--- src/rtl/id_stage_pipe_pkg.sv ---
// rtl/id_stage_pipe_pkg.sv - opcode/func encodings, instruction kinds and one-hot op helper for the ID stage
package id_stage_pipe_pkg;

  // primary opcodes
  localparam logic [5:0] OP_SPECIAL = 6'b000000;
  localparam logic [5:0] OP_JAL     = 6'b000011;
  localparam logic [5:0] OP_BEQ     = 6'b000100;
  localparam logic [5:0] OP_BNE     = 6'b000101;
  localparam logic [5:0] OP_ADDIU   = 6'b001001;
  localparam logic [5:0] OP_LUI     = 6'b001111;
  localparam logic [5:0] OP_LW      = 6'b100011;
  localparam logic [5:0] OP_SW      = 6'b101011;

  // SPECIAL func codes
  localparam logic [5:0] FN_SLL  = 6'b000000;
  localparam logic [5:0] FN_SRL  = 6'b000010;
  localparam logic [5:0] FN_SRA  = 6'b000011;
  localparam logic [5:0] FN_JR   = 6'b001000;
  localparam logic [5:0] FN_ADD  = 6'b100000;
  localparam logic [5:0] FN_ADDU = 6'b100001;
  localparam logic [5:0] FN_SUB  = 6'b100010;
  localparam logic [5:0] FN_SUBU = 6'b100011;
  localparam logic [5:0] FN_AND  = 6'b100100;
  localparam logic [5:0] FN_OR   = 6'b100101;
  localparam logic [5:0] FN_XOR  = 6'b100110;
  localparam logic [5:0] FN_NOR  = 6'b100111;
  localparam logic [5:0] FN_SLT  = 6'b101010;
  localparam logic [5:0] FN_SLTU = 6'b101011;

  // sa/rs qualification value
  localparam logic [4:0] FIELD_ZERO = 5'd0;

  localparam int ALUOP_N = 21;

  localparam logic READ_EN   = 1'b1;
  localparam logic READ_DIS  = 1'b0;
  localparam logic WRITE_EN  = 1'b1;
  localparam logic WRITE_DIS = 1'b0;

  // Order matches the one-hot op MSB-first: K_ADD -> bit 20 ... K_JAL -> bit 0.
  typedef enum logic [4:0] {
    K_NOP, K_ADD, K_ADDU, K_SUB, K_SUBU, K_SLT, K_SLTU, K_AND, K_OR, K_XOR, K_NOR,
    K_SLL, K_SRL, K_SRA, K_LUI, K_ADDIU, K_LW, K_SW, K_BEQ, K_BNE, K_JR, K_JAL
  } inst_kind_e;

  // R-type ALU ops and jr need sa==0, shifts need rs==0, lui needs rs==0.
  function automatic inst_kind_e decode_kind(input logic [31:0] inst);
    logic [5:0] op;
    logic [5:0] fn;
    logic [4:0] rs;
    logic [4:0] sa;
    inst_kind_e k;
    op = inst[31:26];
    fn = inst[5:0];
    rs = inst[25:21];
    sa = inst[10:6];
    k  = K_NOP;
    case (op)
      OP_SPECIAL: begin
        if (sa == FIELD_ZERO) begin
          case (fn)
            FN_ADD:  k = K_ADD;
            FN_ADDU: k = K_ADDU;
            FN_SUB:  k = K_SUB;
            FN_SUBU: k = K_SUBU;
            FN_SLT:  k = K_SLT;
            FN_SLTU: k = K_SLTU;
            FN_AND:  k = K_AND;
            FN_OR:   k = K_OR;
            FN_XOR:  k = K_XOR;
            FN_NOR:  k = K_NOR;
            FN_JR:   k = K_JR;
            default: ;
          endcase
        end
        if (rs == FIELD_ZERO) begin
          case (fn)
            FN_SLL:  k = K_SLL;
            FN_SRL:  k = K_SRL;
            FN_SRA:  k = K_SRA;
            default: ;
          endcase
        end
      end
      OP_LUI:   if (rs == FIELD_ZERO) k = K_LUI;
      OP_ADDIU: k = K_ADDIU;
      OP_LW:    k = K_LW;
      OP_SW:    k = K_SW;
      OP_BEQ:   k = K_BEQ;
      OP_BNE:   k = K_BNE;
      OP_JAL:   k = K_JAL;
      default:  k = K_NOP;
    endcase
    return k;
  endfunction

  // K_NOP shifts the single 1 out of the word, giving an all-zero op.
  function automatic logic [ALUOP_N-1:0] kind_to_aluop(input inst_kind_e k);
    logic [ALUOP_N-1:0] one;
    one = {{(ALUOP_N-1){1'b0}}, 1'b1};
    return one << (ALUOP_N - int'(k));
  endfunction

endpackage

--- src/rtl/id_fwd_unit.sv ---
// rtl/id_fwd_unit.sv - per-operand forwarding mux and hazard compare; network built only with ID_FWD_EN
module id_fwd_unit
  import id_stage_pipe_pkg::*;
#(
  parameter int DATA_W = 32,
  parameter int REG_AW = 5
) (
  input  logic              re_i,
  input  logic [REG_AW-1:0] raddr_i,
  input  logic [DATA_W-1:0] rf_rdata_i,
  input  logic              ex_wreg_i,
  input  logic [REG_AW-1:0] ex_wd_i,
  input  logic [DATA_W-1:0] ex_wdata_i,
  input  logic              ex_is_load_i,
  input  logic              mem_wreg_i,
  input  logic [REG_AW-1:0] mem_wd_i,
  input  logic [DATA_W-1:0] mem_wdata_i,
  output logic [DATA_W-1:0] rdata_o,
  output logic              hazard_o
);

  logic live;
  logic ex_hit;
  logic mem_hit;

  // $0 is hard-wired, so a write to it never matches a reader
  assign live    = (re_i == READ_EN) && (raddr_i != '0);
  assign ex_hit  = live && ex_wreg_i && (ex_wd_i == raddr_i);
  assign mem_hit = live && mem_wreg_i && (mem_wd_i == raddr_i);

`ifdef ID_FWD_EN
  // EX holds the younger result so it beats MEM; a load in EX has no data yet
  always_comb begin
    hazard_o = ex_hit && ex_is_load_i;
    if (ex_hit) begin
      rdata_o = ex_wdata_i;
    end else if (mem_hit) begin
      rdata_o = mem_wdata_i;
    end else begin
      rdata_o = rf_rdata_i;
    end
  end
`else
  logic unused_fwd_data;
  assign unused_fwd_data = ^{ex_wdata_i, mem_wdata_i, ex_is_load_i};

  // without bypass paths any in-flight write to the operand must drain first
  always_comb begin
    hazard_o = ex_hit || mem_hit;
    rdata_o  = rf_rdata_i;
  end
`endif

endmodule

--- src/rtl/id_stage_pipe.sv ---
// rtl/id_stage_pipe.sv - registered MIPS decode stage with forwarding, load-use stall, delay slot; option ID_FWD_EN
module id_stage_pipe
  import id_stage_pipe_pkg::*;
#(
  parameter int DATA_W  = 32,
  parameter int REG_AW  = 5,
  parameter int ALUOP_W = 21
) (
  input  logic               clk,
  input  logic               rst,
  input  logic               flush_i,
  input  logic               if_valid_i,
  output logic               if_ready_o,
  input  logic [31:0]        inst_i,
  input  logic [DATA_W-1:0]  pc_i,
  output logic [REG_AW-1:0]  rf_raddr1_o,
  output logic [REG_AW-1:0]  rf_raddr2_o,
  input  logic [DATA_W-1:0]  rf_rdata1_i,
  input  logic [DATA_W-1:0]  rf_rdata2_i,
  input  logic               ex_wreg_i,
  input  logic [REG_AW-1:0]  ex_wd_i,
  input  logic [DATA_W-1:0]  ex_wdata_i,
  input  logic               ex_is_load_i,
  input  logic               mem_wreg_i,
  input  logic [REG_AW-1:0]  mem_wd_i,
  input  logic [DATA_W-1:0]  mem_wdata_i,
  input  logic               ex_ready_i,
  output logic               id_valid_o,
  output logic [ALUOP_W-1:0] aluop_o,
  output logic [DATA_W-1:0]  reg1_o,
  output logic [DATA_W-1:0]  reg2_o,
  output logic [REG_AW-1:0]  wd_o,
  output logic               wreg_o,
  output logic               is_load_o,
  output logic [DATA_W-1:0]  link_addr_o,
  output logic               is_in_delayslot_o,
  output logic [31:0]        inst_o,
  output logic               branch_flag_o,
  output logic [DATA_W-1:0]  branch_target_o
);

  localparam logic [REG_AW-1:0] LINK_REG = '1;

  inst_kind_e        kind;
  logic              re1, re2, wreg_dec;
  logic [REG_AW-1:0] rs, rt, rd, wd_dec;
  logic [DATA_W-1:0] imm, fwd1, fwd2, op1, op2, pc4, br_off, target;
  logic              haz1, haz2, stall, slot_free, fire, taken;

  logic               id_valid_q, id_valid_d;
  logic [ALUOP_W-1:0] aluop_q, aluop_d;
  logic [DATA_W-1:0]  reg1_q, reg1_d, reg2_q, reg2_d, link_addr_q, link_addr_d;
  logic [REG_AW-1:0]  wd_q, wd_d;
  logic               wreg_q, wreg_d, is_load_q, is_load_d;
  logic               in_ds_q, in_ds_d, ds_flag_q, ds_flag_d;
  logic [31:0]        inst_q, inst_d;

  assign rs = REG_AW'(inst_i[25:21]);
  assign rt = REG_AW'(inst_i[20:16]);
  assign rd = REG_AW'(inst_i[15:11]);
  assign rf_raddr1_o = rs;
  assign rf_raddr2_o = rt;

  // classify the word, then derive read/write enables, destination and immediate
  always_comb begin
    kind     = decode_kind(inst_i);
    re1      = READ_DIS;
    re2      = READ_DIS;
    wreg_dec = WRITE_DIS;
    wd_dec   = rd;
    imm      = {{(DATA_W-5){1'b0}}, inst_i[10:6]};
    case (kind)
      K_ADD, K_ADDU, K_SUB, K_SUBU, K_SLT, K_SLTU, K_AND, K_OR, K_XOR, K_NOR: begin
        re1      = READ_EN;
        re2      = READ_EN;
        wreg_dec = WRITE_EN;
      end
      K_SLL, K_SRL, K_SRA: begin
        re2      = READ_EN;
        wreg_dec = WRITE_EN;
      end
      K_LUI: begin
        wreg_dec = WRITE_EN;
        wd_dec   = rt;
        imm      = {inst_i[15:0], {(DATA_W-16){1'b0}}};
      end
      K_ADDIU, K_LW: begin
        re1      = READ_EN;
        wreg_dec = WRITE_EN;
        wd_dec   = rt;
        imm      = {{(DATA_W-16){inst_i[15]}}, inst_i[15:0]};
      end
      K_SW: begin
        re1 = READ_EN;
        re2 = READ_EN;
        imm = {{(DATA_W-16){inst_i[15]}}, inst_i[15:0]};
      end
      K_BEQ, K_BNE: begin
        re1 = READ_EN;
        re2 = READ_EN;
      end
      K_JR: re1 = READ_EN;
      K_JAL: begin
        wreg_dec = WRITE_EN;
        wd_dec   = LINK_REG;
      end
      default: ;
    endcase
  end

  id_fwd_unit #(.DATA_W(DATA_W), .REG_AW(REG_AW)) u_fwd1 (
    .re_i(re1), .raddr_i(rs), .rf_rdata_i(rf_rdata1_i),
    .ex_wreg_i(ex_wreg_i), .ex_wd_i(ex_wd_i), .ex_wdata_i(ex_wdata_i), .ex_is_load_i(ex_is_load_i),
    .mem_wreg_i(mem_wreg_i), .mem_wd_i(mem_wd_i), .mem_wdata_i(mem_wdata_i),
    .rdata_o(fwd1), .hazard_o(haz1)
  );

  id_fwd_unit #(.DATA_W(DATA_W), .REG_AW(REG_AW)) u_fwd2 (
    .re_i(re2), .raddr_i(rt), .rf_rdata_i(rf_rdata2_i),
    .ex_wreg_i(ex_wreg_i), .ex_wd_i(ex_wd_i), .ex_wdata_i(ex_wdata_i), .ex_is_load_i(ex_is_load_i),
    .mem_wreg_i(mem_wreg_i), .mem_wd_i(mem_wd_i), .mem_wdata_i(mem_wdata_i),
    .rdata_o(fwd2), .hazard_o(haz2)
  );

  // operands fall back to the immediate when not read; branches compare forwarded values
  always_comb begin
    op1    = re1 ? fwd1 : imm;
    op2    = re2 ? fwd2 : imm;
    pc4    = pc_i + DATA_W'(4);
    br_off = {{(DATA_W-18){inst_i[15]}}, inst_i[15:0], 2'b00};
    taken  = 1'b0;
    target = '0;
    case (kind)
      K_BEQ: begin
        taken  = (op1 == op2);
        target = pc4 + br_off;
      end
      K_BNE: begin
        taken  = (op1 != op2);
        target = pc4 + br_off;
      end
      K_JR: begin
        taken  = 1'b1;
        target = op1;
      end
      K_JAL: begin
        taken  = 1'b1;
        target = {pc4[DATA_W-1:28], inst_i[25:0], 2'b00};
      end
      default: ;
    endcase
  end

  assign stall           = if_valid_i && (haz1 || haz2);
  assign slot_free       = !id_valid_q || ex_ready_i;
  assign if_ready_o      = slot_free && !stall && !flush_i;
  assign fire            = if_valid_i && if_ready_o;
  assign branch_flag_o   = fire && taken;
  assign branch_target_o = branch_flag_o ? target : '0;

  // ID/EX register: flush wins, then load on fire, then bubble when the slot drains
  always_comb begin
    id_valid_d  = id_valid_q;
    aluop_d     = aluop_q;
    reg1_d      = reg1_q;
    reg2_d      = reg2_q;
    wd_d        = wd_q;
    wreg_d      = wreg_q;
    is_load_d   = is_load_q;
    link_addr_d = link_addr_q;
    in_ds_d     = in_ds_q;
    inst_d      = inst_q;
    ds_flag_d   = ds_flag_q;
    if (flush_i) begin
      id_valid_d = 1'b0;
      ds_flag_d  = 1'b0;
    end else if (fire) begin
      id_valid_d  = 1'b1;
      aluop_d     = ALUOP_W'(kind_to_aluop(kind));
      reg1_d      = op1;
      reg2_d      = op2;
      wd_d        = wd_dec;
      wreg_d      = wreg_dec;
      is_load_d   = (kind == K_LW);
      link_addr_d = (kind == K_JAL) ? pc_i + DATA_W'(8) : '0;
      in_ds_d     = ds_flag_q;
      inst_d      = inst_i;
      ds_flag_d   = branch_flag_o;
    end else if (slot_free) begin
      id_valid_d = 1'b0;
    end
  end

  // state update with asynchronous active-low reset
  always_ff @(posedge clk or negedge rst) begin
    if (!rst) begin
      id_valid_q  <= 1'b0;
      aluop_q     <= '0;
      reg1_q      <= '0;
      reg2_q      <= '0;
      wd_q        <= '0;
      wreg_q      <= 1'b0;
      is_load_q   <= 1'b0;
      link_addr_q <= '0;
      in_ds_q     <= 1'b0;
      inst_q      <= '0;
      ds_flag_q   <= 1'b0;
    end else begin
      id_valid_q  <= id_valid_d;
      aluop_q     <= aluop_d;
      reg1_q      <= reg1_d;
      reg2_q      <= reg2_d;
      wd_q        <= wd_d;
      wreg_q      <= wreg_d;
      is_load_q   <= is_load_d;
      link_addr_q <= link_addr_d;
      in_ds_q     <= in_ds_d;
      inst_q      <= inst_d;
      ds_flag_q   <= ds_flag_d;
    end
  end

  assign id_valid_o        = id_valid_q;
  assign aluop_o           = aluop_q;
  assign reg1_o            = reg1_q;
  assign reg2_o            = reg2_q;
  assign wd_o              = wd_q;
  assign wreg_o            = wreg_q;
  assign is_load_o         = is_load_q;
  assign link_addr_o       = link_addr_q;
  assign is_in_delayslot_o = in_ds_q;
  assign inst_o            = inst_q;

endmodule

--- config.mk ---
export PLATFORM = sky130hd
export DESIGN_NAME = id_stage_pipe
export DESIGN_NICKNAME = d
export VERILOG_FILES = /design/src/rtl/id_stage_pipe_pkg.sv /design/src/rtl/id_fwd_unit.sv /design/src/rtl/id_stage_pipe.sv
export SDC_FILE = /design/constraint.sdc
export NUM_CORES = 1
export LEC_CHECK = 0
export BUFFER_PORTS_ARGS = -buffer_cell sky130_fd_sc_hd__buf_4
export CAP_MARGIN = 20
export CORE_MARGIN = 2
export CORE_UTILIZATION = 25
export DETAILED_ROUTE_END_ITERATION = 10
export PLACE_DENSITY = 0.52
export SYNTH_ARGS = -nofsm -noshare
export SYNTH_HDL_FRONTEND = slang
export SYNTH_SLANG_ARGS = --single-unit
--- constraint.sdc ---
create_clock -name clk -period 5.5 [get_ports clk]
set_input_delay 0.55 -clock clk [delete_from_list [all_inputs] [get_ports clk]]
set_output_delay 0.55 -clock clk [all_outputs]
set_load 0.02 [all_outputs]
Word-level counts from Yosys, hierarchy flattened:

Cells that the tools add are included.

* bits of input ports: 210
* word-level logic and storage cells: 124
* flip-flop bits (word level): 159

* reduce and logical (&&, ||, !) cells: 38
* shifts and indexed selects: 1
* eq/ne operators: 47
* bitwise gates (word level): 1
* add/subtract/negate cells: 4
* mux-type cells: 22

Operators by type and width (number)
* 32-bit two-way mux: 4
* 32-bit one-hot mux with 3 select lines: 1
* 6-bit equality test, second input constant: 12
* 32-bit one-hot mux with 2 select lines: 1
* 5-bit one-hot mux with 11 select lines: 1
* 5-bit by 4-bit equality test with 1-bit output, second input constant: 8
* 5-bit one-hot mux with 8 select lines: 1
* 32-bit by 3-bit adder with 32-bit output, second input constant: 1
* 32-bit adder: 1
* 32-bit by 4-bit adder with 32-bit output, second input constant: 1
* 32-bit equality test: 1
* 32-bit inequality test: 1
* 16-bit OR reduction: 2
* 1-bit by 32-bit left shift with 21-bit output, first input constant: 1
* 5-bit equality test, second input constant: 6
* 5-bit by 3-bit equality test with 1-bit output, second input constant: 4
* 5-bit equality test: 4
* 6-bit by 2-bit equality test with 1-bit output, second input constant: 3
* 6-bit by 4-bit equality test with 1-bit output, second input constant: 3
* 17-bit OR reduction: 1
* 1-bit logical AND: 15
* 5-bit one-hot mux with 3 select lines: 1
* 6-bit by 3-bit equality test with 1-bit output, second input constant: 2
* 6-bit logical NOT: 2
* other kinds (18): 36

Longest topological paths before layout:

Gate-level depths: netlist of run 1.

* depth after elaboration: 22
* gate-level depth with buffers: 21

Cells and area by module:

From an unflattened synthesis of run 1, not the netlist that was laid out.

* cell total of the unflattened synthesis: 1527
* area total of the unflattened synthesis: 12513.3 um2

By module, submodules not included
* id_stage_pipe: instances 1, area an instance 11765.0 um2, cells an instance 1429
* id_fwd_unit: instances 2, area an instance 374.1 um2, cells an instance 49

Least setup slack after synthesis of run 1:

Ideal clock, no wire load.

* path type: input -> output
* from: input pc_i[3]
* to: output branch_target_o[29]
* data arrival time: 4517 ps
* required time: 4950 ps
* stages: 20
* setup slack: 433 ps
* cell sequence: ha_1 -> and3_1 -> and3_1 -> and3_1 -> nand2_1 -> nor2_1 -> and2_1 -> clkbuf_1 -> nand2_1 -> xnor2_1 -> ha_1 -> a21o_1 -> a21oi_1 -> o211ai_1 -> a31oi_1 -> o311ai_0 -> a21o_1 -> a211o_1 -> a21o_1 -> a21oi_1

* word-level cells in the longest chain between the ends: 4

RTL lines
* start, declared: line id_stage_pipe.sv:15 `input logic [DATA_W-1:0] pc_i,`
* 32-bit by 3-bit adder with 32-bit output (*): line id_stage_pipe.sv:129 `pc4 = pc_i + DATA_W'(4);`
* 32-bit adder: line id_stage_pipe.sv:136, id_stage_pipe.sv:140
* 32-bit one-hot mux with 3 select lines (*): line id_stage_pipe.sv:133 `case (kind)`
* 32-bit two-way mux (*): line id_stage_pipe.sv:159 `assign branch_target_o = branch_flag_o ? target : '0;`
* end, declared: line id_stage_pipe.sv:39 `output logic [DATA_W-1:0] branch_target_o`

Every way passes the cells marked *; elsewhere a longest branch is shown, timed or not.

Worst setup path in the final report of run 1:

* from: input inst_i[31]
* to: output branch_target_o[29]

* word-level cells in the longest chain between the ends: 17

RTL lines
* start, declared: line id_stage_pipe.sv:14 `input logic [31:0] inst_i,`
* 6-bit by 2-bit equality test with 1-bit output, or another cell as far along: line id_stage_pipe_pkg.sv:58 `case (op)`
* 5-bit one-hot mux with 8 select lines (*): line id_stage_pipe_pkg.sv:58
* branches (longest 14 deep; another with 32-bit two-way mux)
* 32-bit two-way mux (*): line id_stage_pipe.sv:159

Mark *: on every way between the ends.

==> results.cfg, run 1 <==
[global_routing]
grt_pass1_wl_um = 88400
grt_max_degree = 198
grt.total_usage_pct = 24.1
grt_remaining_overflow = 0
grt_pass1_vias = 13100
antenna_found_initial = 4

[timing]
layout_min_cycle_time_ns = 5.51
setup_viol = 1
fmax_mhz = 182
worst_slew_margin_rel_pct = 35.6
hold_viol_final = 0
rsz0062_at_grt = yes
worst_slack_ns = -0.00656
fin_skew_ns = 0.00969
slew_violations = 0
finalSetupTns_ns = -0.00656
worstMarginPinSlew_ns = 0.955
fin_crit_sh_pct = 100

[synth]
synth-edff-count = 0
syn_area_per_cell_um2 = 7.95
synth_compound_area_share_pct = 22.9
synth_top_family_by_area = simple AND/OR/NAND/NOR gates
ys_ff_latch = 159
yosys.area_share.adder_pct = 3.56
synth_fp_nets = 1774
syn_area_mm2 = 0.0122
ys_types = 95
synth_top_flop_cell = dfrtp_1
synthMuxAreaShare_pct = 2.25
seq_area_frac_synth_pct = 32.7
synth_xor_area_share_pct = 8.83
synthSimpleGateAreaFrac_pct = 24.2
yosys_warnings = 0
synthArstFlopShare_pct = 100
synthCells = 1530

[clock_tree]
cts_tree = done
cts_root_buf = clkbuf_16
clkLatencyLatePin_ns = 0.49
path_clk_slew_ns = 0.07
ctsLongestPathBuffers = 2
cts_made_buffers = 17
htree_levels = 4
clock-sinks = 159

[layout]
fillers = 5069
drive_gt1_share_pct = 33.7
final_area_mm2 = 0.0177
area_growth_pct = 45.5
fin_cells = 2569
final_core_util_pct = 37.0
layout.nets = 2184

[critical_path]
cp_slowest_cell = or4bb_1
cp.required_ns = 4.95
worst-path-buf-inv = 8
crit_arrival_ns = 4.96
path_cells = buf_4, or4bb_1, or4_4, buf_6, nand2_4, a211oi_2, buf_4, o21ai_4, nand2_4, buf_12, mux2i_1, o22a_1, a2111oi_4, nand4_1, nor3_1, buf_4, nor3_4, buf_6, clkbuf_16, a21oi_2, buf_6
endpoint = branch_target_o[29]
path_max_fanout = 11
cp_slowest_stage_delay_ns = 0.59
crit-reg2reg-launch = id_valid_o
critPathTopFamily = simple AND/OR/NAND/NOR gates
rrSetupSlack_ns = 3.26
critPathLaunch = inst_i[31]
end_kind = primary output
path_depth = 21
rr_worst_depth = 8
crit_path_start_kind = input pin
crit_type = input pin to primary output
r2r-end = link_addr_o[14]

[route]
first_pass_iters = 5
avgViaCountPerCell = 5.25
drt_iter0_drc = 1081
wire_per_inst_um = 24.1
drt_wl_total_um = 61900
drc_errors = 0
postRouteAntennaNets = 0
num_vias = 13500

[status]
status = finished with violations
violations = setup timing

[floorplanning]
die_area_mm2 = 0.0504
ios = 412
chipHeight_um = 225
design.core.area_mm2 = 0.0478
start_util_pct = 25.4
dieWidth_um = 225
rows = 80

[power_and_ir_drop]
ir_worst_vdd_mv = 0.219
power-per-cell-area_mw_per_mm2 = 214
p_leak_uw = 0.00800

[placement]
place_area_mm2 = 0.0161
gp_congestion = 0.905
place_ws_ns = -0.287
dpl.cell_count = 2511
dpl.hpwl_um = 47800
port-buffer-count = 346

[worst_hold_path]
hold_class = input pin to register

[job]
max_cap_viol_count = 0
-- Yosys cell counts (all sizes together) (6+ instances only) --
cell	n	area, um2
nand2	297	1120
dfrtp	159	3980
nor2	126	473
o21ai	98	502
a21oi	90	450
clkbuf	79	297
xnor2	65	569
xor2	55	482
nand3	54	270
o31ai	54	405
buf	38	239
inv	37	139
ha	33	413
nor3	21	136
a222oi	19	190
mux2	19	214
and3	18	113
nand4	18	113
a31oi	17	106
a211oi	16	125
nor4	14	109
a21o	13	97.6
o211ai	12	95.1
a22oi	11	82.6
nand2b	11	68.8
a2111oi	9	91.3
and2	9	56.3
o22ai	9	70.1
or4	9	78.8
nand4b	7	61.3
a22o	6	52.6
mux2i	6	60.1
nor2b	6	37.5
o21a	6	53.8
or2	6	37.5
-- area by class of cell --
cell class / instances / area (um2) / area share, %
flip-flops and latches: 159 / 3980 / 22.5
clock buffers: 20 / 457 / 2.58
repair buffers: 508 / 4190 / 23.7
well taps: 615 / 769 / 4.35
clock inverters: 12 / 148 / 0.835
multi-input cells: 1217 / 8000 / 45.2
diodes: 1 / 2.50 / 0.0141
inverters: 37 / 141 / 0.799
-- stage by stage --
step	total power, uW	hold slack, ns
floorplan	1900	0.254
global placement	2480	0.392
detailed placement	2480	0.393
CTS	3800	0.239
global route	3950	0.271
finish	3780	0.280
-- per-layer routing --
layer	global-route usage, %	routed length [um]	vias up
met4	9.87	1920	4
met2	38.5	28700	486
met3	4.96	4000	77
li1	-	-	6300
met5	0	28	-
met1	31.7	27200	6627
-- where the power goes --
group          switching, uW  internal [uW]
registers               56.4           1260
logic                    712            472
clock network            571            703
total                   1340           2440
-- state kept, by name, indices dropped and copies added, names as in the netlist --
name,cells
inst_o,32
link_addr_o,32
reg1_o,32
reg2_o,32
aluop_o,21
wd_o,5
ds_flag_q,1
id_valid_o,1
is_in_delayslot_o,1
is_load_o,1
wreg_o,1
-- logic make-up after synthesis --
group                    Yosys count
XOR/XNOR                         121
flip-flops                       159
AO/OA/AOI/OAI                    411
AND/OR/NAND/NOR                  626
buffers and inverters            154
multiplexers                      25
adder cells (fa/ha/maj)           34
-- layout by cell type, fill, tap and decap left out, types with 8 or more instances in the layout --
cell / count
buf_4: 449
nand2_1: 294
dfrtp_1: 159
nor2_1: 103
o21ai_0: 85
a21oi_1: 77
xnor2_1: 65
xor2_1: 55
o31ai_1: 54
nand3_1: 51
buf_6: 43
inv_1: 35
ha_1: 33
clkbuf_16: 21
a222oi_1: 19
nand4_1: 18
mux2_2: 18
nor2_4: 17
and3_1: 16
nor3_1: 16
a31oi_1: 13
a21o_1: 13
a211oi_1: 13
o211ai_1: 11
nand2b_1: 11
o21ai_1: 11
a22oi_1: 11
nor4_1: 10
buf_12: 10
and2_1: 8
o22ai_1: 8
-- timing repair --
item                                   4_1_cts  5_1_grt
hold buffers                                 1        0
endpoints found under the hold margin       16        0
gates resized for setup                     39      121
gates cloned                                 2        4
setup endpoints to repair                   33       33
pin swaps                                   18       33
buffers inserted                            11        8
-- worst min-delay path by stage --
stage,from,end,cells past startpoint
5_1_grt,pc_i[3],link_addr_o[3],2
4_1_cts,flush_i,id_valid_o,2
3_5_place_dp,rst,link_addr_o[28],1
6_report,pc_i[3],link_addr_o[3],2
2_1_floorplan,rst,aluop_o[0],0
3_3_place_gp,rst,link_addr_o[28],1
(Power assumes the default switching activity.)
==> run 2: changes to the inputs <==
--- a/config.mk
+++ b/config.mk
@@ -10,7 +10,7 @@
 export CORE_MARGIN = 2
 export CORE_UTILIZATION = 25
 export DETAILED_ROUTE_END_ITERATION = 10
-export PLACE_DENSITY = 0.52
+export PLACE_DENSITY_LB_ADDON = 0.15
 export SYNTH_ARGS = -nofsm -noshare
 export SYNTH_HDL_FRONTEND = slang
 export SYNTH_SLANG_ARGS = --single-unit
==> results.cfg, run 2 (same netlist as run 1, synthesis figures left out) <==
[status]
status = finished with violations
violations = setup timing

[layout]
drive_gt1_share_pct = 32.7
area_growth_pct = 42.3
seqCellArea_mm2 = 0.00398
final_core_util_pct = 36.2
most-common-layout-cells = buf_4, nand2_1, dfrtp_1
multi_input_area_mm2 = 0.00784
layout.nets = 2181
final_common_cell = buf_4
diodes = 0
fillers = 5100

[clock_tree]
cts_hold_buf = 0
cts_tree = done
clock-sinks = 159
cts_root_buf = clkbuf_16
path_clk_slew_ns = 0.06
clkLatencyLatePin_ns = 0.49
htree_levels = 4
cts_made_buffers = 17
ctsLongestPathBuffers = 2

[critical_path]
rrSetupSlack_ns = 3.11
path_cells = buf_4, or4_4, buf_12, or4_4, o2111a_2, nor3_4, inv_2, o211ai_4, o21a_4, buf_6, buf_4, nand2_1, o21bai_1, a2111oi_2, nand4_1, o2111a_1, nor3_4, buf_6, clkbuf_16, nor2_1, buf_4
critPathTopFamily = simple AND/OR/NAND/NOR gates
end_kind = primary output
crit_arrival_ns = 4.95
crit_path_start_kind = input pin
path_max_fanout = 7
cp_slowest_cell = or4_4
cpMostUsedCell = buf_4
crit-reg2reg-launch = id_valid_o
cp_slowest_stage_delay_ns = 0.52
rr_worst_depth = 7
crit_type = input pin to primary output
worst-path-buf-inv = 8
cp.required_ns = 4.95
r2r-end = link_addr_o[0]

[route]
avgViaCountPerCell = 5.20
wire_per_inst_um = 23.9
drt_iter0_drc = 1271
postRouteAntennaNets = 0
drt_wl_total_um = 61400
num_vias = 13300
drc_errors = 0
first_pass_iters = 7

[floorplanning]
design.core.area_mm2 = 0.0478
ios = 412
dieWidth_um = 225
rows = 80
die_area_mm2 = 0.0504
start_util_pct = 25.4
chipHeight_um = 225

[timing]
worst_slack_ns = -0.00132
worstMarginPinSlew_ns = 1.00
fmax_mhz = 182
rsz0062_at_grt = yes
fin_skew_ns = 0.0122
fin_crit_sh_pct = 100
slew_violations = 0
setup_viol = 1
whs_ns = 0.0654
hold_viol_final = 0
worst_slew_margin_rel_pct = 33.1
layout_min_cycle_time_ns = 5.50

[power_and_ir_drop]
power-per-cell-area_mw_per_mm2 = 212
p_leak_uw = 0.00791
ir_worst_vdd_mv = 0.228

[global_routing]
grt.total_usage_pct = 24.0
grt_remaining_overflow = 0
grt_max_degree = 98
grt_pass1_wl_um = 87700
antenna_found_initial = 4
grt_pass1_vias = 13200

[placement]
place_ws_ns = -0.251
port-buffer-count = 346
dpl.hpwl_um = 48400
gp_congestion = 0.877

[worst_hold_path]
hold_class = input pin to asynchronous set/reset pin

[job]
max_cap_viol_count = 0
## run 2: cell types whose count changed in the layout (fill, tap and decap cells not counted), sizes merged
cell         change
inv              -4
clkinv           +3
clkbuf           -2
bufinv           -1
diode            -1
dlygate4sd3      -1
## run 2: final cells by class
| type | count | area share (%) |
|---|---|---|
| clock buffer | 20 | 2.64 |
| multi-input combinational | 1217 | 45.3 |
| tap | 615 | 4.45 |
| timing repair buffer | 505 | 23.2 |
| inverter | 37 | 0.803 |
| sequential | 159 | 23.0 |
| clock inverter | 10 | 0.615 |
## run 2: power by group
group / internal [uW] / switching, uW
clock network: 646 / 540
registers: 1260 / 56.7
logic: 465 / 704
total: 2380 / 1300
## run 2: worst max path at each step
stage	startpoint	to	slack (ns)	cells past startpoint
floorplan	pc_i[3]	branch_target_o[29]	0.43	20
global route	inst_i[4]	branch_target_o[18]	-0.11	21
CTS	inst_i[21]	branch_target_o[8]	0.001	20
finish	inst_i[23]	branch_target_o[28]	-0.001	21
detailed placement	inst_i[21]	branch_target_o[31]	-0.25	20
global placement	inst_i[21]	branch_target_o[10]	-0.30	19
## run 2: through the flow
stage	setup TNS, ns	std cells	instance area [um2]	power, uW
2_1_floorplan	0	1530	12200	1900
3_3_place_gp	-7.13	2509	16100	2470
3_5_place_dp	-6.24	2509	16100	2480
4_1_cts	0	2545	16800	3710
5_1_grt	-1.55	2563	17300	3860
6_report	-0.00132	2563	17300	3680
## run 2: metal layers
metal	global-route usage, %	part of all wire (%)
met5	0	0
met4	8.52	3.1
met3	5.88	7.2
met2	38.5	46
met1	31.3	43
## run 2: worst register-to-register path, delay by kind of cell (launching register included)
family / cells / cell delay [ns]
and+or+nand+nor: 5 / 1.11
AOI/OAI and AO/OA: 1 / 0.16
buffers and inverters: 1 / 0.63
DFF: 1 / 0.41
## run 2: timing repair
| item | in CTS | in global routing |
|---|---|---|
| endpoints found under the setup margin | 33 | 33 |
| cloned | 1 | 2 |
| gates resized for setup | 24 | 73 |
| hold endpoints to repair | 0 | 0 |
| setup buffers | 5 | 17 |
| pin swaps | 8 | 21 |
==> run 3: changes to the inputs <==
==> constraint.sdc (replaced) <==
create_clock -name clk -period 6 [get_ports clk]
set_input_delay 0.6 -clock clk [delete_from_list [all_inputs] [get_ports clk]]
set_output_delay 0.6 -clock clk [all_outputs]
set_load 0.02 [all_outputs]
==> results.cfg, run 3 (same netlist as run 1, synthesis figures left out) <==
[status]
status = completed

[timing]
worstMarginPinSlew_ns = 0.957
worst_slack_ns = 0.194
fmax_mhz = 172
layout_min_cycle_time_ns = 5.81
rsz0062_at_grt = no
finalSetupTns_ns = 0
worst_slew_margin_rel_pct = 36.2
slew_violations = 0
fin_skew_ns = 0.0111
setup_viol = 0
hold_viol_final = 0
fin_crit_sh_pct = 96.8

[clock_tree]
path_clk_slew_ns = 0.08
clkLatencyLatePin_ns = 0.49
ctsLongestPathBuffers = 2
cts_tree = done
htree_levels = 4
cts_made_buffers = 17
cts_root_buf = clkbuf_16
clock-sinks = 159

[floorplanning]
start_util_pct = 25.4
ios = 412
design.core.area_mm2 = 0.0478
rows = 80
chipHeight_um = 225
die_area_mm2 = 0.0504
dieWidth_um = 225

[layout]
most-common-layout-cells = buf_4, nand2_1, dfrtp_1
final_area_mm2 = 0.0163
fin_cells = 2486
drive_gt1_share_pct = 27.8
fillers = 5223
layout.nets = 2102
area_growth_pct = 34.0
final_common_cell = buf_4
final_core_util_pct = 34.1

[worst_hold_path]
hold_class = input pin to asynchronous set/reset pin

[route]
postRouteAntennaNets = 0
drt_iter0_drc = 1086
drt_wl_total_um = 60700
first_pass_iters = 6
drc_errors = 0
avgViaCountPerCell = 5.30
wire_per_inst_um = 24.4
num_vias = 13200

[global_routing]
grt_pass1_vias = 12800
antenna_found_initial = 4
grt.total_usage_pct = 23.9
grt_pass1_wl_um = 86800
grtUsageMet3_pct = 6.54
top_usage_layer = met2
grt_remaining_overflow = 0
grt.met2_usage_pct = 37.4
grtUsageMet1_pct = 30.8
grt_max_degree = 173

[critical_path]
crit_type = input pin to primary output
crit_path_start_kind = input pin
crit_arrival_ns = 5.21
rr_worst_depth = 7
cp.required_ns = 5.40
end_kind = primary output
path_max_fanout = 24

[power_and_ir_drop]
clock_power_share_pct = 32.9
p_switching_uw = 1190
power-per-cell-area_mw_per_mm2 = 205
power_report.internal_total_uw = 2140
pwr-share-seq_pct = 36.4
swShare_pct = 35.7
power_frac_comb_pct = 30.7
p_leak_uw = 0.00742
ir_worst_vdd_mv = 0.178

[placement]
place_area_mm2 = 0.0157
place_ws_ns = 0.138
port-buffer-count = 346
gp_congestion = 0.924
dpl.cell_count = 2454
dpl.hpwl_um = 47700

[job]
max_cap_viol_count = 0
## run 3: layer usage
layer	share of wire, %	vias up	routed length [um]
li1	-	6135	-
met1	42	6429	25500
met2	47	523	28300
met3	8.0	86	4880
met4	3.3	2	2010
met5	0.021	-	13
## run 3: layout make-up
type                            count  area, um2  share of cell area [%]
Antenna cell                        2       5.00                  0.0307
Timing Repair Buffer              426       3260                    20.0
Multi-Input combinational cell   1217       7570                    46.5
Clock buffer                       20        457                    2.80
Inverter                           37        139                   0.852
Tap cell                          615        769                    4.72
Sequential cell                   159       3980                    24.4
Clock inverter                     10        106                   0.653
## run 3: timing repair
item | 4_1_cts | 5_1_grt
hold buffers | 0 | 0
gates resized for setup | 0 | 14
setup buffers | 0 | 0
endpoints found under the hold margin | 0 | 0
endpoints found under the setup margin | 0 | 33
## run 3: path summary, 6_finish.rpt
| check | from | end | slack (ns) |
|---|---|---|---|
| max | inst_i[21] | branch_target_o[3] | 0.19 |
| min | rst | inst_o[8] | 0.20 |
| max reg2reg | id_valid_o | link_addr_o[0] | 3.61 |
| min reg2reg | inst_o[10] | inst_o[10] | 0.48 |
| max in group asynchronous | rst | link_addr_o[15] | 4.32 |
| min in group clk | flush_i | id_valid_o | 0.32 |
## run 3: through the flow
stage / total power [uW] / hold slack (ns)
finish: 3330 / 0.205
global route: 3510 / 0.259
CTS: 3380 / 0.219
detailed placement: 2250 / 0.465
global placement: 2240 / 0.458
floorplan: 1740 / 0.304
## run 3: worst max-delay path, cell delays in order
cell	delay, ns
buf_4	0.14
or4_1	0.51
buf_4	0.21
or4_4	0.50
o2111a_2	0.22
o22ai_4	0.22
o21a_4	0.30
nor2_1	0.06
buf_4	0.23
buf_4	0.20
a21oi_1	0.13
o21bai_1	0.11
a2111oi_2	0.38
nand4_1	0.23
o2111a_1	0.33
nor3_4	0.20
buf_12	0.16
buf_12	0.16
nor2_1	0.07
buf_4	0.19
## run 3: power groups by stage
stage               Clock [uW]  Sequential (uW)  Combinational, uW
floorplan                    0             1330                413
detailed placement           0             1230               1020
global placement             0             1230               1010
global route              1180             1220               1100
CTS                       1140             1210               1020
finish                    1100             1210               1020
